<file path="src/rtl/rc4_key_search_ctrl.sv">
// Sequencer for an RC4 brute-force key search: steps each candidate key through the
// init / KSA / decrypt engines, with watchdog, attempt count and S-memory arbitration.
module rc4_key_search_ctrl #(
  parameter int KEY_W       = 24,
  parameter int KEY_STRIDE  = 1,
  parameter int ADDR_W      = 8,
  parameter int DATA_W      = 8,
  parameter int TIMEOUT_CYC = 0
) (
  input  logic                clk,
  input  logic                reset_n,
  input  logic                start,
  input  logic                abort,
  input  logic [KEY_W-1:0]    key_start,
  input  logic [KEY_W-1:0]    key_end,
  output logic [KEY_W-1:0]    key,
  output logic [KEY_W-1:0]    found_key,
  output logic [KEY_W-1:0]    attempts,
  output logic                busy,
  output logic                done,
  output logic                found,
  output logic                exhausted,
  output logic                aborted,
  output logic                timeout_err,
  output logic [2:0]          phase_start,
  input  logic [2:0]          phase_done,
  output logic [2:0]          phase_ack,
  input  logic                match,
  input  logic [3*ADDR_W-1:0] eng_addr,
  input  logic [3*DATA_W-1:0] eng_wdata,
  input  logic [2:0]          eng_wren,
  output logic [ADDR_W-1:0]   s_addr,
  output logic [DATA_W-1:0]   s_wdata,
  output logic                s_wren
);

  typedef enum logic [1:0] {IDLE, START_PH, WAIT_PH, DONE} state_e;

  localparam logic [KEY_W-1:0] STRIDE_C = KEY_W'(KEY_STRIDE);
  localparam logic [31:0]      TMO_C    = 32'(TIMEOUT_CYC);

  state_e             state_q, state_d;
  logic [1:0]         ph_q, ph_d;
  logic [KEY_W-1:0]   key_q, key_d, key_end_q, key_end_d;
  logic [KEY_W-1:0]   found_key_q, found_key_d, attempts_q, attempts_d;
  logic               found_q, found_d, exh_q, exh_d, abt_q, abt_d, tmo_q, tmo_d;
  logic [31:0]        wd_q, wd_d;
  logic [2:0]         ack_q, ack_d;
  logic [ADDR_W-1:0]  s_addr_q, s_addr_d;
  logic [DATA_W-1:0]  s_wdata_q, s_wdata_d;
  logic               s_wren_q, s_wren_d;
  logic               done_s, timeout_s;

  function automatic logic [2:0] ph_onehot(input logic [1:0] p);
    case (p)
      2'd0:    ph_onehot = 3'b001;
      2'd1:    ph_onehot = 3'b010;
      2'd2:    ph_onehot = 3'b100;
      default: ph_onehot = 3'b000;
    endcase
  endfunction

  // State, datapath and arbiter registers
  always_ff @(posedge clk or negedge reset_n) begin
    if (!reset_n) begin
      state_q     <= IDLE;
      ph_q        <= 2'd0;
      key_q       <= '0;
      key_end_q   <= '0;
      found_key_q <= '0;
      attempts_q  <= '0;
      found_q     <= 1'b0;
      exh_q       <= 1'b0;
      abt_q       <= 1'b0;
      tmo_q       <= 1'b0;
      wd_q        <= 32'd0;
      ack_q       <= 3'b000;
      s_addr_q    <= '0;
      s_wdata_q   <= '0;
      s_wren_q    <= 1'b0;
    end else begin
      state_q     <= state_d;
      ph_q        <= ph_d;
      key_q       <= key_d;
      key_end_q   <= key_end_d;
      found_key_q <= found_key_d;
      attempts_q  <= attempts_d;
      found_q     <= found_d;
      exh_q       <= exh_d;
      abt_q       <= abt_d;
      tmo_q       <= tmo_d;
      wd_q        <= wd_d;
      ack_q       <= ack_d;
      s_addr_q    <= s_addr_d;
      s_wdata_q   <= s_wdata_d;
      s_wren_q    <= s_wren_d;
    end
  end

  // Next-state logic: sequencing, termination priority and watchdog
  always_comb begin
    state_d     = state_q;
    ph_d        = ph_q;
    key_d       = key_q;
    key_end_d   = key_end_q;
    found_key_d = found_key_q;
    attempts_d  = attempts_q;
    found_d     = found_q;
    exh_d       = exh_q;
    abt_d       = abt_q;
    tmo_d       = tmo_q;
    wd_d        = wd_q;
    ack_d       = 3'b000;
    done_s      = |(phase_done & ph_onehot(ph_q));
    timeout_s   = (TMO_C != 32'd0) && !done_s && ((wd_q + 32'd1) >= TMO_C);
    case (state_q)
      IDLE, DONE: begin
        if (start) begin
          key_d       = key_start;
          key_end_d   = key_end;
          attempts_d  = '0;
          found_key_d = '0;
          found_d     = 1'b0;
          abt_d       = 1'b0;
          tmo_d       = 1'b0;
          ph_d        = 2'd0;
          if (key_start > key_end) begin
            exh_d   = 1'b1;
            state_d = DONE;
          end else begin
            exh_d   = 1'b0;
            state_d = START_PH;
          end
        end else begin
          state_d = state_q;
        end
      end
      START_PH: begin
        wd_d = 32'd0;
        if (abort) begin
          abt_d   = 1'b1;
          state_d = DONE;
        end else begin
          state_d = WAIT_PH;
        end
      end
      WAIT_PH: begin
        wd_d = wd_q + 32'd1;
        if (done_s) begin
          ack_d = ph_onehot(ph_q);
        end else begin
          ack_d = 3'b000;
        end
        // A finished key counts as an attempt whatever terminates the search
        if (done_s && ph_q == 2'd2 && attempts_q != {KEY_W{1'b1}}) begin
          attempts_d = attempts_q + {{(KEY_W-1){1'b0}}, 1'b1};
        end else begin
          attempts_d = attempts_q;
        end
        if (done_s && ph_q == 2'd2 && match) begin
          found_d     = 1'b1;
          found_key_d = key_q;
          state_d     = DONE;
        end else if (abort) begin
          abt_d   = 1'b1;
          state_d = DONE;
        end else if (timeout_s) begin
          tmo_d   = 1'b1;
          state_d = DONE;
        end else if (done_s) begin
          if (ph_q != 2'd2) begin
            ph_d    = ph_q + 2'd1;
            state_d = START_PH;
          end else if ((key_end_q - key_q) < STRIDE_C) begin
            exh_d   = 1'b1;
            state_d = DONE;
          end else begin
            key_d   = key_q + STRIDE_C;
            ph_d    = 2'd0;
            state_d = START_PH;
          end
        end else begin
          state_d = WAIT_PH;
        end
      end
      default: state_d = IDLE;
    endcase
  end

  // S-memory arbiter: follow the engine that will own the next cycle
  always_comb begin
    s_addr_d  = s_addr_q;
    s_wdata_d = s_wdata_q;
    s_wren_d  = 1'b0;
    if (state_d == START_PH || state_d == WAIT_PH) begin
      case (ph_d)
        2'd0: begin
          s_addr_d  = eng_addr[ADDR_W-1:0];
          s_wdata_d = eng_wdata[DATA_W-1:0];
          s_wren_d  = eng_wren[0];
        end
        2'd1: begin
          s_addr_d  = eng_addr[2*ADDR_W-1:ADDR_W];
          s_wdata_d = eng_wdata[2*DATA_W-1:DATA_W];
          s_wren_d  = eng_wren[1];
        end
        2'd2: begin
          s_addr_d  = eng_addr[3*ADDR_W-1:2*ADDR_W];
          s_wdata_d = eng_wdata[3*DATA_W-1:2*DATA_W];
          s_wren_d  = eng_wren[2];
        end
        default: s_wren_d = 1'b0;
      endcase
    end else begin
      s_wren_d = 1'b0;
    end
  end

  assign key         = key_q;
  assign found_key   = found_key_q;
  assign attempts    = attempts_q;
  assign busy        = (state_q == START_PH) || (state_q == WAIT_PH);
  assign done        = (state_q == DONE);
  assign found       = found_q;
  assign exhausted   = exh_q;
  assign aborted     = abt_q;
  assign timeout_err = tmo_q;
  assign phase_start = (state_q == START_PH) ? ph_onehot(ph_q) : 3'b000;
  assign phase_ack   = ack_q;
  assign s_addr      = s_addr_q;
  assign s_wdata     = s_wdata_q;
  assign s_wren      = s_wren_q;

endmodule

</file>
<file path="config.mk">
export PLATFORM = sky130hd
export DESIGN_NAME = rc4_key_search_ctrl
export DESIGN_NICKNAME = d
export VERILOG_FILES = /design/src/rtl/rc4_key_search_ctrl.sv
export SDC_FILE = /design/constraint.sdc
export NUM_CORES = 1
export LEC_CHECK = 0
export ABC_AREA = 1
export CORE_MARGIN = 2
export CORE_UTILIZATION = 55
export DETAILED_ROUTE_END_ITERATION = 10
export PLACE_DENSITY = 0.87
export SLEW_MARGIN = 20
export SYNTH_ARGS = -nofsm -noshare
export SYNTH_HDL_FRONTEND = slang
export SYNTH_SLANG_ARGS = --single-unit
</file>
<file path="constraint.sdc">
create_clock -name clk -period 7.2 [get_ports clk]
set_input_delay 1.44 -clock clk [delete_from_list [all_inputs] [get_ports clk]]
set_output_delay 1.44 -clock clk [all_outputs]
set_load 0.05 [all_outputs]
</file>
==> results of run 1 <==
layout by cell type, fill, tap and decap left out, types with 20 or more instances in the layout:
cell / instances
ha_1: 57
nand4_1: 35
inv_1: 194
nand2_1: 354
nor2_1: 74
o22ai_1: 24
o21ai_0: 61
a21oi_1: 50
nand3_1: 47
xor2_1: 20
clkdlybuf4s50_1: 205
dfrtp_1: 123
critical path, cell delays in order (launching register included):
cell	delay, ps
dfrtp_1	380
clkinv_1	270
ha_1	460
nand2_1	120
inv_1	100
nand2_1	100
nor2_1	160
nand3_1	130
nand3_1	100
nand2_1	50
nand2_1	80
inv_1	70
nand2_1	80
nor2_2	50
nand4_1	100
nand2_1	60
nand2_1	50
o211ai_1	100
nand2_1	80
o21ai_0	150
ha_1	650
inv_1	370
nand2_1	160
nand2_1	70
nand4_1	90
nand2_1	80
final cells by class:
cell class	instances	area [µm²]	area share, %
sequential	123	3080	27.1
timing repair buffer	211	2100	18.5
clock inverter	11	121	1.07
inverter	202	758	6.69
antenna	1	2.50	0.0221
multi-input combinational	851	4600	40.6
clock buffer	20	447	3.94
tap	188	235	2.07
routing by layer:
metal | wire length [µm] | vias to the layer above | global-route usage, %
li1 | - | 4319 | -
met1 | 11100 | 4192 | 43.7
met2 | 13200 | 433 | 56.7
met3 | 2570 | 64 | 9.27
met4 | 851 | 2 | 13.0
met5 | 13 | - | 0
through the flow:
step,power (mW),setup WS (ps),std cells,util [%],area (µm²)
global route,6.10,2520,1607,74.6,11300
floorplan,3.74,3260,1209,-,8580
global placement,4.69,3020,1575,70.8,10800
CTS,5.62,3030,1606,74.6,11300
finish,5.66,3000,1607,74.6,11300
detailed placement,4.76,2910,1575,70.8,10800
cells in the mapped netlist, drive strengths merged, types with 4 or more instances:
cell type / number / area share, %
nor4: 6 / 0.44
a31oi: 11 / 0.80
a211oi: 4 / 0.35
nand4: 35 / 2.6
dfrtp: 123 / 36
xnor2: 5 / 0.51
nor3: 21 / 1.5
o211ai: 9 / 0.79
inv: 199 / 8.7
nor2: 82 / 3.8
xor2: 20 / 2.0
o22ai: 24 / 1.8
o21ai: 69 / 4.0
ha: 57 / 8.3
a21oi: 55 / 3.4
nand3b: 6 / 0.53
nand2: 359 / 16
a22o: 17 / 1.7
buf: 9 / 0.63
clkbuf: 24 / 1.1
nand3: 51 / 3.3
how the worst min path moves through the flow:
stage / start / end / slack, ps / depth (start not counted)
floorplan: key_end_q[10] / key_end_q[10] / 460 / 2
global placement: s_addr[5] / s_addr[5] / 450 / 2
detailed placement: s_addr[5] / s_addr[5] / 460 / 2
CTS: s_addr[5] / s_addr[5] / 490 / 2
global route: s_wdata[3] / s_wdata[3] / 510 / 2
finish: s_wdata[3] / s_wdata[3] / 490 / 2
logic make-up (layout without fill, tap and decap cells):
group                      count (synthesis)  after routing  synth area share, %
adders and majority gates                 58             58                 8.55
and+or+nand+nor                          564            564                 28.3
xor gates and xnor gates                  25             25                 2.55
buffers and inverters                    235            444                 10.5
AOI/OAI and AO/OA                        203            203                 14.1
DFF                                      123            123                 35.9
other                                      1              2               0.0437
registers in the layout, indices dropped and copies added (netlist names), 2 cells and up:
name	count
ph_q	2
key_end_q	24
found_key	24
s_wdata	8
attempts	24
state_q	2
phase_ack	3
key	24
s_addr	8
where the power goes:
part	switching [mW]	total (mW)	internal, mW	leakage, nW
clock network	0.317	0.832	0.515	0.276
logic	2.55	3.71	1.16	3.69
registers	0.192	1.11	0.919	1.59
total	3.06	5.66	2.60	5.55
==> out/summary.txt, run 1 <==
Max clock buf depth: 2
Headroom to the max-slew limit: 25.1%
DRC violations left: 0
Vias per cell: 5.61
Post-route minimum period: 4200 ps
Post-CTS setup buffers: 0
Max-cap viol count: 0
EDFF count, synth: 0
Worst VDD drop: 0.000229 V
Reg-to-reg slack, setup: 3000 ps
Cts hold-fix bufs: 0
Async set-reset flop share out of synthesis: 100%
Initial antenna violation count: 2
Register area share after synthesis: 35.9%
Drt pass-1 iters: 5
Tightest Pin Transition: 1120 ps
Fmax: 238 MHz
Post-DP HPWL: 21200 µm
Vias: 9010
Reg-to-reg endpoint: s_wdata[1]
Layout Nets: 1571
TNS Setup: 0 ps
Fillers: 1196
Total power per unit cell area: 499 nW/µm²
CP Launch Type: register
Critical path data required time: 7500 ps
Crit Path Category: register to register
Global-route wire length before repair: 44500 µm
H-Tree Depth: 4
Top Ports: 208
Die H: 129 µm
Fin Hold WS: 490 ps
Worst setup EP type: register
Post-Synthesis Cells: 1209
Crit-path max FO: 17
DRT Wirelength: 27800 µm
TritonCTS Sinks: 123
R2R depth: 25
Netlist cell types: 48
Seq cells post-synth: 123
# resized after CTS: 0
Number of global-route vias before repair: 8836
Period utilisation layout: 58.3%
Final setup viols: 0
Syn avg cell area: 7.10 µm²
Hold Fails Final Rpt: 0
Capture point of the worst path: s_wdata[1]
Row Count: 45
Layout overhead on the synthesized area: 32.2%
Fraction of layout cells with a size suffix above 1: 4.65%
Crit. Startpoint: key[16]
Core area: 15200 µm²
Syn Nets: 1374
Syn Std Cell Area: 8580 µm²
Primary FF master, synth: dfrtp_1
Final ANT Viol Nets: 0
Status: completed
GRT overflow: 0
Worst Skew: 10.9 ps
DR WL/cell: 17.3 µm
Inserted Clock Buffers: 17
Max-slew violations: 0
Root buffer cell: clkbuf_16
Clock input transition at the sequential cells of the worst setup and hold paths: 60 ps
Static leakage: 5.55 nW
Clock Latency Late Sink: 430 ps
Initial core utilization: 56.4%
Initial detailed-routing violation count: 680
Pin count of the biggest net entering global routing: 66
Unrepaired setup endpoints after global routing: false
CP arrival: 4500 ps
Worst hold path class: register to register
Routability Congestion: 0.955
Die area: 16600 µm²
Die W: 129 µm
Count of input and output buffers: 206
GR Util All Layers: 34.5%
Worst r2r src: key[16]
Yosys warning total: 0
CTS tree: built
No activity file was read; power rests on OpenSTA's default activity.
==> run 2, diff against run 1 <==
Settings changed: CORE_UTILIZATION 55 to 46, PLACE_DENSITY 0.87 to 0.78.
Clock period 7.2 ns to 3.7 ns, I/O delays scaled along.
==> run 2 against run 1 <==
  * Worst setup slack worse by 2800 ps
  * Global-route usage down 6.1 points
  * Sequential share of layout area down 1.2 points
  * Cell count up 4.1%
  * Clock skew down 0.76 ps
  * Clock power up 110%
  * Via count down 0.16%
  * Critical path depth down 3
  * Flip-flop and latch count unchanged
  * Routed wire length up 1.8%
  * Largest power group unchanged
==> out/summary.txt, run 2 (synthesis results as in run 1) <==
Post-route cell area: 11900 µm² (+5.3%)
Setup WS pre-CTS: 11.6 ps (-2900 ps)
Fin Hold WS: 274 ps (-216 ps)
CP arrival: 3850 ps (-650 ps)
Switching share of total power: 52.6% (-1.4 points)
Unrepaired setup endpoints after global routing: true
Number of global-route vias before repair: 8928 (+1.0%)
Initial detailed-routing violation count: 624 (-8.2%)
CP Launch Type: register
Final ANT Viol Nets: 0 (unchanged)
Multi-input gate area: 4800 µm² (+4.3%)
Max-cap viol count: 0 (unchanged)
Row Count: 49 (+8.9%)
Root buffer cell: clkbuf_16
Vias per cell: 5.38 (-4.1%)
DR WL/cell: 16.9 µm (-2.2%)
Inst Count DP: 1634 (+3.7%)
Drt pass-1 iters: 5 (unchanged)
Initial core utilization: 47.3% (-9.2 points)
Die W: 141 µm (+9.1%)
Max clock buf depth: 2 (unchanged)
Inserted Clock Buffers: 17 (unchanged)
CTS tree: built
Global-route wire length before repair: 44800 µm (+0.67%)
Number of diodes: 0 (-1)
Static leakage: 5.69 nW (+2.6%)
Clock input transition at the sequential cells of the worst setup and hold paths: 70 ps (about the same)
DRC violations left: 0 (unchanged)
Clock Latency Late Sink: 430 ps (about the same)
Post-DP HPWL: 21400 µm (+0.58%)
Critical path data required time: 4060 ps (-3440 ps)
Initial antenna violation count: 1 (-1)
DRT Wirelength: 28300 µm (+1.8%)
Routability Congestion: 0.962 (+0.70%)
Period utilisation layout: 94.2% (+36 points)
Most frequent cells in the layout: 348 x nand2_1, 205 x clkdlybuf4s50_1, 182 x inv_1, 107 x dfrtp_1, 73 x nor2_1
Comb power frac: 66.3% (+0.7 points)
Fmax: 287 MHz (+21%)
Internal: 5.55 mW (+110%)
Post-DP Area: 11000 µm² (+2.4%)
Count of input and output buffers: 206 (unchanged)
Final worst setup slack: 216 ps (-2780 ps)
Worst VDD drop: 0.000511 V (+120%)
Vias: 8996 (-0.16%)
Worst Skew: 10.2 ps (-0.764 ps)
Worst hold path class: input port to async pin
Commonest non-fill, non-tap cell in the layout: nand2_1
Worst setup EP type: register
Pin count of the biggest net entering global routing: 87 (+32%)
Seq pwr share: 18.5% (-1.2 points)
GRT overflow: 0 (unchanged)
GR Util All Layers: 28.4% (-6.1 points)
Layout Nets: 1596 (+1.6%)
Clock Power Share: 15.2% (+0.5 points)
Post-route insts no fill: 1673 (+4.1%)
Fillers: 1576 (+32%)
Total power per unit cell area: 982 nW/µm² (+97%)
Post-route minimum period: 3480 ps (-716 ps)
Hold Fails Final Rpt: 0 (unchanged)
Tightest Pin Transition: 777 ps (-344 ps)
Die area: 19800 µm² (+19%)
Top Ports: 208 (unchanged)
Crit Path Category: register to register
Layout overhead on the synthesized area: 39.2%
Die H: 141 µm (+9.1%)
Crit-path max FO: 8 (-9)
Fraction of layout cells with a size suffix above 1: 10.5% (+5.8 points)
Switching Power: 6.17 mW (+100%)
Core area: 18100 µm² (+19%)
Max-slew violations: 0 (unchanged)
Register area: 3100 µm² (+0.65%)
Status: completed
TritonCTS Sinks: 123 (unchanged)
H-Tree Depth: 4 (unchanged)
Final setup viols: 0 (unchanged)
Headroom to the max-slew limit: 48.2% (+23 points)
run 2: what timing repair did:
item | CTS | global route
setup endpoints to repair | 0 | 17
gates resized for setup | 0 | 59
setup buffers | 0 | 5
hold buffers | 0 | 0
run 2: power groups by stage:
stage,Combinational (mW),Sequential (mW),Clock [mW]
finish,7.77,2.17,1.78
global route,8.52,2.22,1.86
CTS,7.33,2.14,1.80
detailed placement,7.29,2.15,0
global placement,7.17,2.15,0
floorplan,4.34,2.95,0
run 2: path summary, 6_finish.rpt:
kind	slack, ps	to	depth (start not counted)	startpoint
setup / recovery	220	s_addr[6]	22	key[15]
hold / removal	270	attempts[14]	1	reset_n
setup reg to reg	220	s_addr[6]	22	key[15]
hold reg to reg	470	s_addr[1]	2	s_addr[1]
max in group asynchronous	2540	key[13]	2	reset_n
min in group clk	470	s_addr[1]	2	s_addr[1]
run 2: per-stage QoR:
stage          TNS (ps)  total power, mW  util, %
2_1_floorplan         0             7.29        -
3_3_place_gp          0             9.32     60.7
3_5_place_dp          0             9.44     60.7
4_1_cts               0             11.3     64.2
5_1_grt            -761             12.6     65.8
6_report              0             11.7     65.8
run 2: cell type report:
cell class | instances | area share [%]
well taps | 229 | 2.40
inverters | 202 | 6.35
clock inverters | 15 | 1.66
repair buffers | 236 | 19.9
clock buffers | 17 | 3.56
flip-flops and latches | 123 | 25.9
multi-input cells | 851 | 40.2
run 2: routing by layer:
metal  routed length (µm)  part of all wire (%)  GRT usage, %
met5                   13                 0.046             0
met4                  481                   1.7          7.26
met3                 2030                   7.2          6.53
met2                13700                    49          48.5
met1                12100                    43          36.8
run 2: worst max-delay path, stage by stage (launching register included):
cell and delay (ps):
dfrtp_1 420, inv_1 100, ha_1 390, a21oi_1 260, o21ai_0 170, a21oi_1 220, nand3b_1 100, nand2_1 70
nand3_1 100, nor2_2 150, nand4_1 160, nand2_1 110, nand2_1 50, o211ai_1 100, nand2_1 130, o21ai_4 110
ha_4 220, clkbuf_16 160, a22o_1 130, nand2_1 50, nand2_1 50, nand4_1 90, nand2_1 80
